$ cat src/rtl/midi_router_pkg.sv
// Shared definitions for the reset sequencer: state encodings, counter width
// and a saturating counter helper.
package midi_router_pkg;

    localparam int CNT_W = 8;
    localparam logic [CNT_W-1:0] CNT_MAX = {CNT_W{1'b1}};

    localparam logic [1:0] ST_HOLD_ENC     = 2'd0;
    localparam logic [1:0] ST_RELEASE_ENC  = 2'd1;
    localparam logic [1:0] ST_WAIT_RDY_ENC = 2'd2;
    localparam logic [1:0] ST_RUN_ENC      = 2'd3;

    typedef enum logic [1:0] {
        ST_HOLD     = ST_HOLD_ENC,
        ST_RELEASE  = ST_RELEASE_ENC,
        ST_WAIT_RDY = ST_WAIT_RDY_ENC,
        ST_RUN      = ST_RUN_ENC
    } seq_state_t;

    // The counter sticks at its maximum instead of wrapping back to zero.
    function automatic logic [CNT_W-1:0] satInc(input logic [CNT_W-1:0] value);
        return (value == CNT_MAX) ? value : value + CNT_W'(1);
    endfunction

endpackage

$ cat src/rtl/prio_arbiter.sv
// Lowest-index-first combinational arbiter: the grant is a one-hot copy of the
// lowest set request bit, or all zero when nothing is requested.
module prio_arbiter #(
    parameter int N = 2
) (
    input  logic [N-1:0] i_req,
    output logic [N-1:0] o_grant
);

    // Two's-complement trick isolates the lowest set bit of the request vector.
    assign o_grant = i_req & (~i_req + N'(1));

endmodule

$ cat src/rtl/reset_sequencer.sv
// Reset sequencer: holds all downstream domains in reset, then releases them
// one at a time in index order, waiting for each domain's ready before moving
// on. Soft-reset requests seen in RUN restart the whole sequence.
// Optional feature: define RESET_SEQUENCER_TIMEOUT_EN to give up on a silent
// domain after READY_TIMEOUT cycles, flag timeout_err and carry on.
module reset_sequencer
    import midi_router_pkg::*;
#(
    parameter int NUM_DOMAINS   = 4,
    parameter int NUM_REQ       = 2,
    parameter int HOLD_CYCLES   = 16,
    parameter int READY_TIMEOUT = 255
) (
    input  logic                   clk,
    input  logic                   reset,
    input  logic [NUM_REQ-1:0]     soft_req,
    input  logic [NUM_DOMAINS-1:0] domain_ready,
    output logic [NUM_DOMAINS-1:0] nreset_dom,
    output logic [NUM_REQ-1:0]     soft_ack,
    output logic                   busy,
    output logic                   timeout_err
);

    localparam int IDX_W = (NUM_DOMAINS > 1) ? $clog2(NUM_DOMAINS) : 1;
    localparam logic [IDX_W-1:0] LAST_IDX  = IDX_W'(NUM_DOMAINS - 1);
    localparam logic [CNT_W-1:0] HOLD_LAST = CNT_W'(HOLD_CYCLES - 1);

    if (HOLD_CYCLES < 1 || HOLD_CYCLES > 255) begin : g_badHoldCycles
        $error("reset_sequencer: HOLD_CYCLES must be within 1..255");
    end
    if (READY_TIMEOUT < 1 || READY_TIMEOUT > 255) begin : g_badReadyTimeout
        $error("reset_sequencer: READY_TIMEOUT must be within 1..255");
    end

    seq_state_t             r_state, w_nextState;
    logic [IDX_W-1:0]       r_idx, w_nextIdx;
    logic [CNT_W-1:0]       r_cnt, w_nextCnt;
    logic [NUM_DOMAINS-1:0] r_nreset, w_nextNreset;
    logic [NUM_REQ-1:0]     r_ack, w_nextAck;
    logic [NUM_REQ-1:0]     w_grant;
    logic                   w_advance;

`ifdef RESET_SEQUENCER_TIMEOUT_EN
    localparam logic [CNT_W-1:0] TIMEOUT_LAST = CNT_W'(READY_TIMEOUT - 1);
    logic r_terr, w_nextTerr;
`endif

    prio_arbiter #(
        .N(NUM_REQ)
    ) u_arbiter (
        .i_req  (soft_req),
        .o_grant(w_grant)
    );

    // State register; outputs are registered here too so they never glitch.
    always_ff @(posedge clk or posedge reset) begin
        if (reset) begin
            r_state  <= ST_HOLD;
            r_idx    <= '0;
            r_cnt    <= '0;
            r_nreset <= '0;
            r_ack    <= '0;
`ifdef RESET_SEQUENCER_TIMEOUT_EN
            r_terr   <= 1'b0;
`endif
        end else begin
            r_state  <= w_nextState;
            r_idx    <= w_nextIdx;
            r_cnt    <= w_nextCnt;
            r_nreset <= w_nextNreset;
            r_ack    <= w_nextAck;
`ifdef RESET_SEQUENCER_TIMEOUT_EN
            r_terr   <= w_nextTerr;
`endif
        end
    end

    // Next-state logic: hold countdown, per-domain release and ready wait, soft restart.
    always_comb begin
        w_nextState = r_state;
        w_nextIdx   = r_idx;
        w_nextCnt   = r_cnt;
        w_advance   = 1'b0;
`ifdef RESET_SEQUENCER_TIMEOUT_EN
        w_nextTerr  = r_terr;
`endif
        case (r_state)
            ST_HOLD: begin
                if (r_cnt == HOLD_LAST) begin
                    w_nextState = ST_RELEASE;
                    w_nextIdx   = '0;
                    w_nextCnt   = '0;
                end else begin
                    w_nextCnt = satInc(r_cnt);
                end
            end
            ST_RELEASE: begin
                w_nextState = ST_WAIT_RDY;
            end
            ST_WAIT_RDY: begin
                w_advance = domain_ready[r_idx];
`ifdef RESET_SEQUENCER_TIMEOUT_EN
                if (!domain_ready[r_idx]) begin
                    if (r_cnt == TIMEOUT_LAST) begin
                        w_advance  = 1'b1;
                        w_nextTerr = 1'b1;
                    end else begin
                        w_nextCnt = satInc(r_cnt);
                    end
                end
`endif
                if (w_advance) begin
                    w_nextCnt = '0;
                    if (r_idx == LAST_IDX) begin
                        w_nextState = ST_RUN;
                    end else begin
                        w_nextState = ST_RELEASE;
                        w_nextIdx   = r_idx + IDX_W'(1);
                    end
                end
            end
            ST_RUN: begin
                if (|soft_req) begin
                    w_nextState = ST_HOLD;
                    w_nextIdx   = '0;
                    w_nextCnt   = '0;
                end
            end
            default: begin
                w_nextState = ST_HOLD;
                w_nextIdx   = '0;
                w_nextCnt   = '0;
            end
        endcase
    end

    // Output logic: domain resets follow the state being entered, so a domain's
    // nreset rises on the same edge that moves the FSM into RELEASE for it.
    always_comb begin
        w_nextNreset = '0;
        w_nextAck    = '0;
        case (w_nextState)
            ST_RELEASE, ST_WAIT_RDY: begin
                for (int i = 0; i < NUM_DOMAINS; i++) begin
                    w_nextNreset[i] = (i <= int'(w_nextIdx));
                end
            end
            ST_RUN:  w_nextNreset = '1;
            default: w_nextNreset = '0;
        endcase
        if (r_state == ST_RUN) begin
            w_nextAck = w_grant;
        end
        busy = (r_state != ST_RUN);
    end

    assign nreset_dom = r_nreset;
    assign soft_ack   = r_ack;
`ifdef RESET_SEQUENCER_TIMEOUT_EN
    assign timeout_err = r_terr;
`else
    assign timeout_err = 1'b0;
`endif

endmodule
$ cat config.mk
export PLATFORM = sky130hd
export DESIGN_NAME = reset_sequencer
export DESIGN_NICKNAME = d
export VERILOG_FILES = /design/src/rtl/midi_router_pkg.sv /design/src/rtl/prio_arbiter.sv /design/src/rtl/reset_sequencer.sv
export SDC_FILE = /design/constraint.sdc
export NUM_CORES = 1
export LEC_CHECK = 0
export ABC_AREA = 1
export BUFFER_PORTS_ARGS = -buffer_cell sky130_fd_sc_hd__buf_2
export CAP_MARGIN = 10
export CORE_MARGIN = 4
export CORE_UTILIZATION = 35
export CTS_CLUSTER_DIAMETER = 60
export DETAILED_ROUTE_END_ITERATION = 6
export MAX_ROUTING_LAYER = met4
export PLACE_DENSITY = 0.63
export REMOVE_ABC_BUFFERS = 1
export SYNTH_ARGS = -nofsm -noshare
export SYNTH_HDL_FRONTEND = slang
export SYNTH_HIERARCHICAL = 1
export SYNTH_SLANG_ARGS = --single-unit
export TNS_END_PERCENT = 20
$ cat constraint.sdc
create_clock -name clk -period 5.4 [get_ports clk]
set_input_delay 1.35 -clock clk [delete_from_list [all_inputs] [get_ports clk]]
set_output_delay 1.35 -clock clk [all_outputs]
set_load 0.01 [all_outputs]
==> run summary <==
DRT iter0 DRCs -> 34
Core Region -> 0.00303 sq mm
Pins Over Slew Limit -> 0
Worst EP required -> 5.64 ns
Worst-Margin Slew -> 0.713 ns
Clock buffer depth -> 2
TritonCTS clock tree -> yes
Main synth FF type -> dfrtp_1
Synth Cell Area -> 0.00109 sq mm
Max Clock Freq -> 413 MHz
Via density -> 4.55
Global-route wire length before repair -> 3810 um
Hold/Removal Path Class -> reg2reg
Post-synth cell types -> 22
Initial Utilization -> 0.361
Relative slew slack -> 0.524
Synth warn -> 6
ANT cells -> 0
Dpl cells -> 200
Post-DP HPWL -> 1650 um
Seq/Total Area, Yosys -> 0.412
Row Count -> 20
I/O pin total -> 16
Hold buffers post-CTS -> 0
Syn Inst Count -> 145
Sink Count -> 18
Synth top area share -> 0.412
P_leak -> 0.665 nW
CP Capture Type -> register
Tot GR Track Use -> 0.119
CTS H-tree lvls -> 1
DR pass1 iterations -> 4
Setup violations, final -> 0
Die area -> 0.00408 sq mm
Pwr dens -> 465 mW/mm^2
Synthesized area per cell -> 7.53 sq um
GR Overflow Total -> 0
Largest net degree at the start of global routing -> 19
Max cap viols -> 0
Number of global-route vias before repair -> 907
Skew final -> 0.00887 ns
Die X -> 63.9 um
Unrepaired setup endpoints after global routing -> no
Die Ht -> 63.9 um
Clock slew at reported path FFs -> 0.10 ns
Most frequent cells in the layout -> 36 x nand2_1, 18 x inv_1, 18 x nor2_1, 18 x dfrtp_1, 17 x nand3_1
Setup tns final -> 0 ns
Post-synth EDFFs -> 0
Initial antenna violation count -> 0
Final instance area -> 0.00123 sq mm
Post-DRT Antenna Nets -> 0
Worst vdd ir -> 0.000225 V
Final cell count without fillers -> 204
Post-layout min period -> 2.42 ns
Register bit total from synthesis -> 18
Fraction of layout cells with a size suffix above 1 -> 0.256
Worst Path Max Fanout -> 4
Largest area contributor in the netlist -> dfrtp_1
Postcts setup bufs -> 0
Commonest non-fill, non-tap cell in the layout -> nand2_1
Reg2Reg Setup Slack -> 3.49 ns
Share of flip-flops with an asynchronous set or reset -> 1.00
IO buf count -> 14
Final hold vios -> 0
Root Driver -> clkbuf_4
Total routed wirelength -> 2090 um
Post-layout net count -> 172
Vias -> 928
Crit path DAT -> 2.67 ns
Drc violations -> 0
Worst-Skew Late Latency -> 0.30 ns
Setup Crit Path Kind -> in2reg
CP Launch Type -> input port
GPL Wtd Cong -> 0.793
DR WL/cell -> 10.2 um
CTS buffer count -> 3
Area Overhead vs Synth -> 12.4%
Synth top area cells -> dfrtp_1 41%, nand2_1 12%, nand3_1 7.8%, inv_1 6.2%, nor2_1 6.2%
CTS resizes -> 0
Run status -> complete, no violations
Tcrit/Tclk final -> 0.449
Post-DP Area -> 0.00119 sq mm
==> stage by stage <==
stage                     hold WS (ns)  power [mW]  setup WS (ns)  utilization
final                            0.531       0.571           2.98        0.405
after global routing             0.568       0.637           2.86        0.405
after CTS                        0.534       0.581           2.96        0.405
after detailed placement         0.508       0.493           2.64        0.393
after global placement           0.501       0.483           2.70        0.393
after floorplan                  0.482       0.424           2.89            -
==> worst paths after layout <==
kind	start	end	cells past startpoint
worst max-delay path	domain_ready[1]	nreset_dom[3]	14
worst min-delay path	r_cnt[1]	r_cnt[1]	2
worst max register to register	r_cnt[0]	nreset_dom[3]	13
worst min register to register	r_cnt[1]	r_cnt[1]	2
max in group asynchronous	reset	r_cnt[0]	2
min in group asynchronous	reset	r_cnt[5]	2
==> per-layer routing <==
| layer | up-vias | global-route usage | part of all wire |
|---|---|---|---|
| li1 | 483 | - | - |
| met1 | 431 | 0.138 | 0.43 |
| met2 | 12 | 0.204 | 0.53 |
| met3 | 2 | 0.0246 | 0.033 |
| met4 | 0 | 0.0404 | 0.0072 |
| met5 | - | - | 0 |
==> logic make-up (layout without fill, tap and decap cells) <==
logic type	count (synthesis)	in the layout	share of synthesized area
buffers and inverters	25	40	0.102
other	1	1	0.00343
DFF	18	18	0.412
and+or+nand+nor	88	88	0.376
adders and majority gates	3	3	0.0344
AOI/OAI and AO/OA	10	10	0.0722
==> worst max-delay path: stages <==
cell     delay (ns)
buf_2          0.09
nand2_1        0.08
nand3_2        0.10
nand2_1        0.09
nand2_2        0.08
nand3_1        0.14
inv_1          0.06
ha_1           0.27
inv_1          0.04
nor2_1         0.11
nand2_1        0.10
nand2_2        0.07
nand2_1        0.04
inv_1          0.04
==> registers in the layout, indices dropped and copies added (netlist names) <==
register and flops:
r_idx 2, nreset_dom 4, r_cnt 8, r_state 2, soft_ack 2
==> where the power goes <==
part           internal [mW]  leakage, nW  switching [mW]
Sequential             0.172        0.240          0.0368
Combinational         0.0963        0.404           0.179
Clock                 0.0411       0.0210          0.0452
Total                  0.310        0.665           0.261
==> layout make-up <==
| type | count | area [sq um] |
|---|---|---|
| clock buffer | 4 | 36.3 |
| fill | 320 | 1800 |
| inverter | 22 | 85.1 |
| multi-input combinational | 102 | 531 |
| sequential | 18 | 450 |
| tap | 44 | 55.1 |
| timing repair buffer | 14 | 70.1 |
==> cells in the mapped netlist (2+ instances only) <==
library cell / n
a21oi_1: 2
buf_4: 2
dfrtp_1: 18
ha_1: 3
inv_1: 18
inv_2: 3
nand2_1: 36
nand2_2: 5
nand3_1: 17
nand3_2: 4
nand3b_1: 2
nor2_1: 18
nor2_2: 5
o21ai_2: 4
Note: power is estimated with default switching activity, not from simulation.
